[config.mk]
export PLATFORM = sky130hd
export DESIGN_NAME = spi_regfile_responder_flat
export DESIGN_NICKNAME = d
export VERILOG_FILES = /design/src/rtl/spi_regfile_responder_if.sv /design/src/rtl/spi_regfile_responder.sv /design/src/flat_wrapper.sv
export SDC_FILE = /design/constraint.sdc
export NUM_CORES = 1
export LEC_CHECK = 0
export BUFFER_PORTS_ARGS = -buffer_cell sky130_fd_sc_hd__buf_2
export CORE_ASPECT_RATIO = 0.7
export CORE_MARGIN = 2
export CORE_UTILIZATION = 25
export DETAILED_ROUTE_END_ITERATION = 6
export GPL_ROUTABILITY_DRIVEN = 0
export HOLD_SLACK_MARGIN = 0.08
export PLACE_DENSITY_LB_ADDON = 0.15
export SYNTH_ARGS = -nofsm -noshare
export SYNTH_HDL_FRONTEND = slang
export SYNTH_SLANG_ARGS = --single-unit
[constraint.sdc]
create_clock -name clk_clk -period 7.34 [get_ports clk_clk]
set_input_delay 0 -clock clk_clk [delete_from_list [all_inputs] [get_ports clk_clk]]
set_output_delay 0 -clock clk_clk [all_outputs]
set_load 0.02 [all_outputs]
[src/rtl/spi_regfile_responder_if.sv]
// rtl/spi_regfile_responder_if.sv - SPI pin and host register-port bundle for spi_regfile_responder
interface spi_regfile_responder_if #(
    parameter int ADDR_W = 5
);
    logic              spi_SCLK;
    logic              spi_MOSI;
    logic              spi_SS_n;
    logic              spi_MISO;
    logic [ADDR_W-1:0] host_addr;
    logic [7:0]        host_wdata;
    logic              host_we;
    logic [7:0]        host_rdata;
    logic              spi_wr_pulse;
    logic [ADDR_W-1:0] spi_wr_addr;
    logic              busy;

    modport slave (
        input  spi_SCLK, spi_MOSI, spi_SS_n, host_addr, host_wdata, host_we,
        output spi_MISO, host_rdata, spi_wr_pulse, spi_wr_addr, busy
    );

    modport master (
        output spi_SCLK, spi_MOSI, spi_SS_n, host_addr, host_wdata, host_we,
        input  spi_MISO, host_rdata, spi_wr_pulse, spi_wr_addr, busy
    );
endinterface

[src/rtl/spi_regfile_responder.sv]
// rtl/spi_regfile_responder.sv - SPI mode-0 target exposing a dual-ported 8-bit register file
module spi_regfile_responder #(
    parameter int ADDR_W      = 5,
    parameter int STAT_REG    = 0,
    parameter int SYNC_STAGES = 2
) (
    input  logic                   clk_clk,
    input  logic                   reset_reset_n,
    spi_regfile_responder_if.slave bus
);
    localparam int                NREGS    = 1 << ADDR_W;
    localparam logic [ADDR_W-1:0] STAT_IDX = ADDR_W'(STAT_REG);

    typedef enum logic [1:0] {IDLE, CMD, DATA} state_t;

    state_t                 state_q, state_d;
    logic [SYNC_STAGES-1:0] sclk_sync_q, mosi_sync_q, ssn_sync_q;
    logic                   sclk_hist_q, ssn_hist_q;
    logic [7:0]             regs_q [NREGS];
    logic [2:0]             bit_cnt_q, bit_cnt_d;
    logic [7:0]             rx_sr_q, rx_sr_d;
    logic [7:0]             tx_sr_q, tx_sr_d;
    logic [ADDR_W-1:0]      addr_q, addr_d;
    logic [ADDR_W-1:0]      wr_addr_q, wr_addr_d;
    logic                   wr_mode_q, wr_mode_d;
    logic                   miso_q, miso_d;
    logic                   wr_pulse_q, wr_pulse_d;
    logic [7:0]             host_rdata_q;
    logic                   spi_we;

    logic                   sclk_s, mosi_s, ssn_s;
    logic                   sclk_rise, sclk_fall, ssn_rise, ssn_fall;
    logic [7:0]             rx_byte;
    logic [ADDR_W-1:0]      cmd_addr, addr_inc;

    // Edge detection compares the last sync stage against one extra history flop.
    always_ff @(posedge clk_clk or negedge reset_reset_n) begin
        if (!reset_reset_n) begin
            sclk_sync_q <= '0;
            mosi_sync_q <= '0;
            ssn_sync_q  <= '1;
            sclk_hist_q <= 1'b0;
            ssn_hist_q  <= 1'b1;
        end else begin
            sclk_sync_q <= {sclk_sync_q[SYNC_STAGES-2:0], bus.spi_SCLK};
            mosi_sync_q <= {mosi_sync_q[SYNC_STAGES-2:0], bus.spi_MOSI};
            ssn_sync_q  <= {ssn_sync_q[SYNC_STAGES-2:0], bus.spi_SS_n};
            sclk_hist_q <= sclk_s;
            ssn_hist_q  <= ssn_s;
        end
    end

    assign sclk_s    = sclk_sync_q[SYNC_STAGES-1];
    assign mosi_s    = mosi_sync_q[SYNC_STAGES-1];
    assign ssn_s     = ssn_sync_q[SYNC_STAGES-1];
    assign sclk_rise = sclk_s & ~sclk_hist_q;
    assign sclk_fall = ~sclk_s & sclk_hist_q;
    assign ssn_rise  = ssn_s & ~ssn_hist_q;
    assign ssn_fall  = ~ssn_s & ssn_hist_q;

    assign rx_byte  = {rx_sr_q[6:0], mosi_s};
    assign cmd_addr = rx_byte[7 -: ADDR_W];
    assign addr_inc = addr_q + ADDR_W'(1);

    always_ff @(posedge clk_clk or negedge reset_reset_n) begin
        if (!reset_reset_n) begin
            state_q    <= IDLE;
            bit_cnt_q  <= '0;
            rx_sr_q    <= '0;
            tx_sr_q    <= '0;
            addr_q     <= '0;
            wr_addr_q  <= '0;
            wr_mode_q  <= 1'b0;
            miso_q     <= 1'b0;
            wr_pulse_q <= 1'b0;
        end else begin
            state_q    <= state_d;
            bit_cnt_q  <= bit_cnt_d;
            rx_sr_q    <= rx_sr_d;
            tx_sr_q    <= tx_sr_d;
            addr_q     <= addr_d;
            wr_addr_q  <= wr_addr_d;
            wr_mode_q  <= wr_mode_d;
            miso_q     <= miso_d;
            wr_pulse_q <= wr_pulse_d;
        end
    end

    always_comb begin
        state_d    = state_q;
        bit_cnt_d  = bit_cnt_q;
        rx_sr_d    = rx_sr_q;
        tx_sr_d    = tx_sr_q;
        addr_d     = addr_q;
        wr_addr_d  = wr_addr_q;
        wr_mode_d  = wr_mode_q;
        miso_d     = miso_q;
        wr_pulse_d = 1'b0;
        spi_we     = 1'b0;

        if (ssn_rise) begin
            // Deselect drops any partial byte; the next select restarts at bit 0.
            state_d   = IDLE;
            miso_d    = 1'b0;
            bit_cnt_d = '0;
        end else begin
            case (state_q)
                IDLE: begin
                    if (ssn_fall) begin
                        state_d   = CMD;
                        miso_d    = regs_q[STAT_IDX][7];
                        tx_sr_d   = regs_q[STAT_IDX] << 1;
                        bit_cnt_d = '0;
                    end
                end
                CMD, DATA: begin
                    if (sclk_rise) begin
                        rx_sr_d   = rx_byte;
                        bit_cnt_d = bit_cnt_q + 3'd1;
                        if (bit_cnt_q == 3'd7) begin
                            bit_cnt_d = '0;
                            if (state_q == CMD) begin
                                addr_d    = cmd_addr;
                                wr_mode_d = rx_byte[1];
                                tx_sr_d   = regs_q[cmd_addr];
                                state_d   = DATA;
                            end else begin
                                spi_we     = wr_mode_q;
                                wr_pulse_d = wr_mode_q;
                                if (wr_mode_q) wr_addr_d = addr_q;
                                tx_sr_d    = regs_q[addr_inc];
                                addr_d     = addr_inc;
                            end
                        end
                    end else if (sclk_fall) begin
                        miso_d  = tx_sr_q[7];
                        tx_sr_d = {tx_sr_q[6:0], 1'b0};
                    end
                end
                default: state_d = IDLE;
            endcase
        end
    end

    // SPI write is applied after the host write so it wins on a same-address collision.
    always_ff @(posedge clk_clk or negedge reset_reset_n) begin
        if (!reset_reset_n) begin
            for (int i = 0; i < NREGS; i++) regs_q[i] <= '0;
            host_rdata_q <= '0;
        end else begin
            if (bus.host_we) regs_q[bus.host_addr] <= bus.host_wdata;
            if (spi_we)      regs_q[addr_q]        <= rx_byte;
            host_rdata_q <= regs_q[bus.host_addr];
        end
    end

    assign bus.spi_MISO     = miso_q;
    assign bus.host_rdata   = host_rdata_q;
    assign bus.spi_wr_pulse = wr_pulse_q;
    assign bus.spi_wr_addr  = wr_addr_q;
    assign bus.busy         = (state_q != IDLE);
endmodule

[src/flat_wrapper.sv]
// flat-port wrapper written by rule: the top's interface ports become plain ports
module spi_regfile_responder_flat 
#(
    parameter int ADDR_W      = 5,
    parameter int STAT_REG    = 0,
    parameter int SYNC_STAGES = 2
)
  (clk_clk, reset_reset_n, bus_spi_SCLK, bus_spi_MOSI, bus_spi_SS_n, bus_host_addr, bus_host_wdata, bus_host_we, bus_spi_MISO, bus_host_rdata, bus_spi_wr_pulse, bus_spi_wr_addr, bus_busy);
  spi_regfile_responder_if #(.ADDR_W(ADDR_W)) bus_i ();
  input  logic clk_clk;
  input  logic reset_reset_n;
  input wire logic [$bits(bus_i.spi_SCLK)-1:0] bus_spi_SCLK;
  input wire logic [$bits(bus_i.spi_MOSI)-1:0] bus_spi_MOSI;
  input wire logic [$bits(bus_i.spi_SS_n)-1:0] bus_spi_SS_n;
  input wire logic [$bits(bus_i.host_addr)-1:0] bus_host_addr;
  input wire logic [$bits(bus_i.host_wdata)-1:0] bus_host_wdata;
  input wire logic [$bits(bus_i.host_we)-1:0] bus_host_we;
  output wire logic [$bits(bus_i.spi_MISO)-1:0] bus_spi_MISO;
  output wire logic [$bits(bus_i.host_rdata)-1:0] bus_host_rdata;
  output wire logic [$bits(bus_i.spi_wr_pulse)-1:0] bus_spi_wr_pulse;
  output wire logic [$bits(bus_i.spi_wr_addr)-1:0] bus_spi_wr_addr;
  output wire logic [$bits(bus_i.busy)-1:0] bus_busy;
  assign bus_i.spi_SCLK = bus_spi_SCLK;
  assign bus_i.spi_MOSI = bus_spi_MOSI;
  assign bus_i.spi_SS_n = bus_spi_SS_n;
  assign bus_i.host_addr = bus_host_addr;
  assign bus_i.host_wdata = bus_host_wdata;
  assign bus_i.host_we = bus_host_we;
  assign bus_spi_MISO = bus_i.spi_MISO;
  assign bus_host_rdata = bus_i.host_rdata;
  assign bus_spi_wr_pulse = bus_i.spi_wr_pulse;
  assign bus_spi_wr_addr = bus_i.spi_wr_addr;
  assign bus_busy = bus_i.busy;
  spi_regfile_responder #(.ADDR_W(ADDR_W), .STAT_REG(STAT_REG), .SYNC_STAGES(SYNC_STAGES)) u_core (.clk_clk(clk_clk), .reset_reset_n(reset_reset_n), .bus(bus_i));
endmodule
==> run metrics <==
status=finished, final reports clean; adder-cell area share of the yosys netlist=0.00683; CP Class=reg2reg; Max Cap Viol=0; R2R Path Start=u_core.addr_q[0]; total core area=0.0801 mm²; Rows=87; setup bufs post-CTS=0; pin count of the biggest net entering global routing=just over 80; sequential area share after synthesis=0.379; Startpoint Class=flip-flop; share of layout cells above drive strength 1=0.181; largest cells by area after synthesis=dfrtp_1 38%, mux4_2 21%, mux2i_1 16%; power density over the cells=approximately 300 mW/mm²; clk root buf=clkbuf_16; Ports=35; WL/cell=30.8 µm; CP delay by family, top=multiplexers; PortBufs=34; Worst Hold Depth=4; Final Hold Viols=0; worst hold path type=in2reg; Skew-Pair Late Insertion Delay=~0.60 ns; Max stage delay on crit path=just under 1 ns; detailed placement HPWL=approximately 60000 µm; R2R cell count=7; ys async rst share=1.00; R2R Path End=u_core.tx_sr_q[3]; area leader, netlist=dfrtp_1; Hold Crit Start=bus_host_wdata[4]; Synth Area in XOR/XNOR=0.00174; CTS sink cnt=approximately 310; commonest cells in the netlist=317 x mux2i_1, 302 x dfrtp_1, 295 x nor2_1, 274 x a21oi_1, 184 x mux4_2; drt first pass iters=5; Post-synth EDFFs=0; starting density of the core=0.251; final WL=89000 µm; R2R Setup Slk=between 2 and 3 ns; CP required=between 7 and 8 ns; Period minus WS final=approximately 4.8 ns; cell area after synthesis=a little over 0.02 mm²; vias=between 15000 and 20000; die area=approximately 0.083 mm²; crit path cell chain=inv_1 -> ha_4 -> buf_4 -> mux4_2 -> mux4_2 -> a211oi_1 -> o221ai_1; Power Total=6.70 mW; Setup TNS Final=0 ns; Max Root-Sink Buffers=3; clk slew on worst S/H paths=around 0.070 ns; Max-Slew Margin vs Limit=0.111; Hold WS=~0.14 ns; CTS H-tree lvls=2; CP Depth=7; Critical Path Fanout Max=between 40 and 50; compound-gate portion of the synthesized area=0.107; DIE WIDTH=about 340 µm; Ys Warns=0; Worst Hold End=u_core.regs_q[252]; Mapped Cells=1854; antenna-violating nets left=0; Final Net Count=around 1800; Post-Route Skew=0.0413 ns; Syn Area/Cell=approximately 11 µm²; FF+latch count, synth=305; fill count=8370; post-synth cell types=55; Data arrival, critical path=~5.2 ns; max-slew violations=0; placed inst area=approximately 0.021 mm²; total CTS buffers=36; count leader, synth=mux2i_1; Leak=8.36 nW; Synth Net Count=between 1500 and 2000; slowest cell on the critical path=ha_4; die height=between 200 and 250 µm; period utilisation layout=0.648; CP dominant cell by count=mux4_2; multiplexer share of the synthesized area=0.371; synthesis-to-layout area growth=12.0%; CP Capture Type=flip-flop; largest family of logic cells by synthesized area=multiplexers; prevailing post-synth register cell=dfrtp_1; Finish-stage setup viols=0; first-pass GRT wire length=125000 µm; CTS tree=done; gr ovfl total=0; Simple-Gate Fraction of Synth Area=0.0981; Least-Margin Pin Slew=between 1 and 1.5 ns; post-route cell area=roughly 0.023 mm²; DRT iter0 DRCs=~2100; Total GRT Usage=0.213; vias in the first global route=15200; Synth top area share=0.375; DR DRC count=0; initial antenna violation count=4; CP bufs+invs=2; fmax=between 200 and 250 MHz; unrepaired setup endpoints after global routing=false; worst-case vdd ir drop=0.163 mV; DR vias/cell=~5.7
-- cells in the final DEF, fill, tap and decap left out, drive strengths merged, types with 5 or more instances in the layout --
cell type / instances
a22oi: 42
nand3: 7
a21oi: 274
inv: 12
nand2b: 5
a211o: 5
o21ai: 16
nand4: 8
mux4: 187
mux2: 7
and2: 8
dfrtp: 302
dlygate4sd3: 9
nand2: 86
mux2i: 317
buf: 67
nor3b: 12
nand3b: 7
clkinv: 6
ha: 11
bufinv: 5
nor2: 295
clkbuf: 47
nor4: 17
a221oi: 6
-- stage by stage --
stage	instances	setup WS, ns	util
after floorplan	1854	3.40	-
after detailed placement	2818	2.62	0.265
final	2889	2.58	0.282
after CTS	2888	2.61	0.282
after global placement	2818	2.74	0.265
after global routing	2888	2.46	0.282
-- what timing repair did --
action / CTS / global route
hold endpoints to repair: 84 / 0
resized for setup: 0 / 0
hold buffers: 9 / 0
-- sequential cells by signal (all words and copies together), names as in the netlist, 3 cells and up --
register                count
u_core.addr_q               5
u_core.bit_cnt_q            3
u_core.bus.host_rdata       8
u_core.bus.spi_wr_addr      5
u_core.regs_q             256
u_core.rx_sr_q              7
u_core.tx_sr_q              8
-- final cells by class --
| cell class | count | area, µm² | share of cell area |
|---|---|---|---|
| Multi-Input combinational cell | 1368 | 11800 | 0.523 |
| Sequential cell | 305 | 7650 | 0.339 |
| Tap cell | 1068 | 1340 | 0.0592 |
| Clock buffer | 47 | 993 | 0.0440 |
| Timing Repair Buffer | 76 | 523 | 0.0232 |
| Clock inverter | 14 | 209 | 0.00926 |
| Inverter | 10 | 37.5 | 0.00166 |
| Antenna cell | 1 | 2.50 | 0.000111 |
-- worst max-delay path by stage --
stage | end | startpoint
5_1_grt | u_core.tx_sr_q[6] | u_core.addr_q[0]
4_1_cts | u_core.tx_sr_q[3] | u_core.addr_q[0]
6_report | u_core.tx_sr_q[3] | u_core.addr_q[0]
3_5_place_dp | u_core.tx_sr_q[3] | u_core.addr_q[0]
2_1_floorplan | u_core.tx_sr_q[0] | u_core.addr_q[0]
3_3_place_gp | u_core.tx_sr_q[3] | u_core.addr_q[0]
-- worst min-delay path, cell delays in order --
cell and delay [ns]:
buf_2 0.10, buf_4 0.31, mux2i_1 0.21, a21oi_1 0.08
-- where the power goes --
group | internal (mW) | switching [mW] | total, mW
clock network | 1.13 | 0.816 | 1.95
registers | 2.01 | 0.608 | 2.62
logic | 0.925 | 1.21 | 2.13
total | 4.07 | 2.63 | 6.70
-- layer usage --
metal	global-route usage	part of all wire	up-vias
met4	0.0387	0.015	2
met2	0.258	0.37	954
met5	0	0.00015	-
met3	0.0682	0.12	88
li1	-	-	6807
met1	0.353	0.50	8513
-- logic make-up after synthesis --
group | Yosys count
xor+xnor | 4
compound gates | 378
flops | 305
fa+ha+maj | 11
mux | 511
buf+inv | 181
simple gates | 464
(Power assumes the default switching activity.)
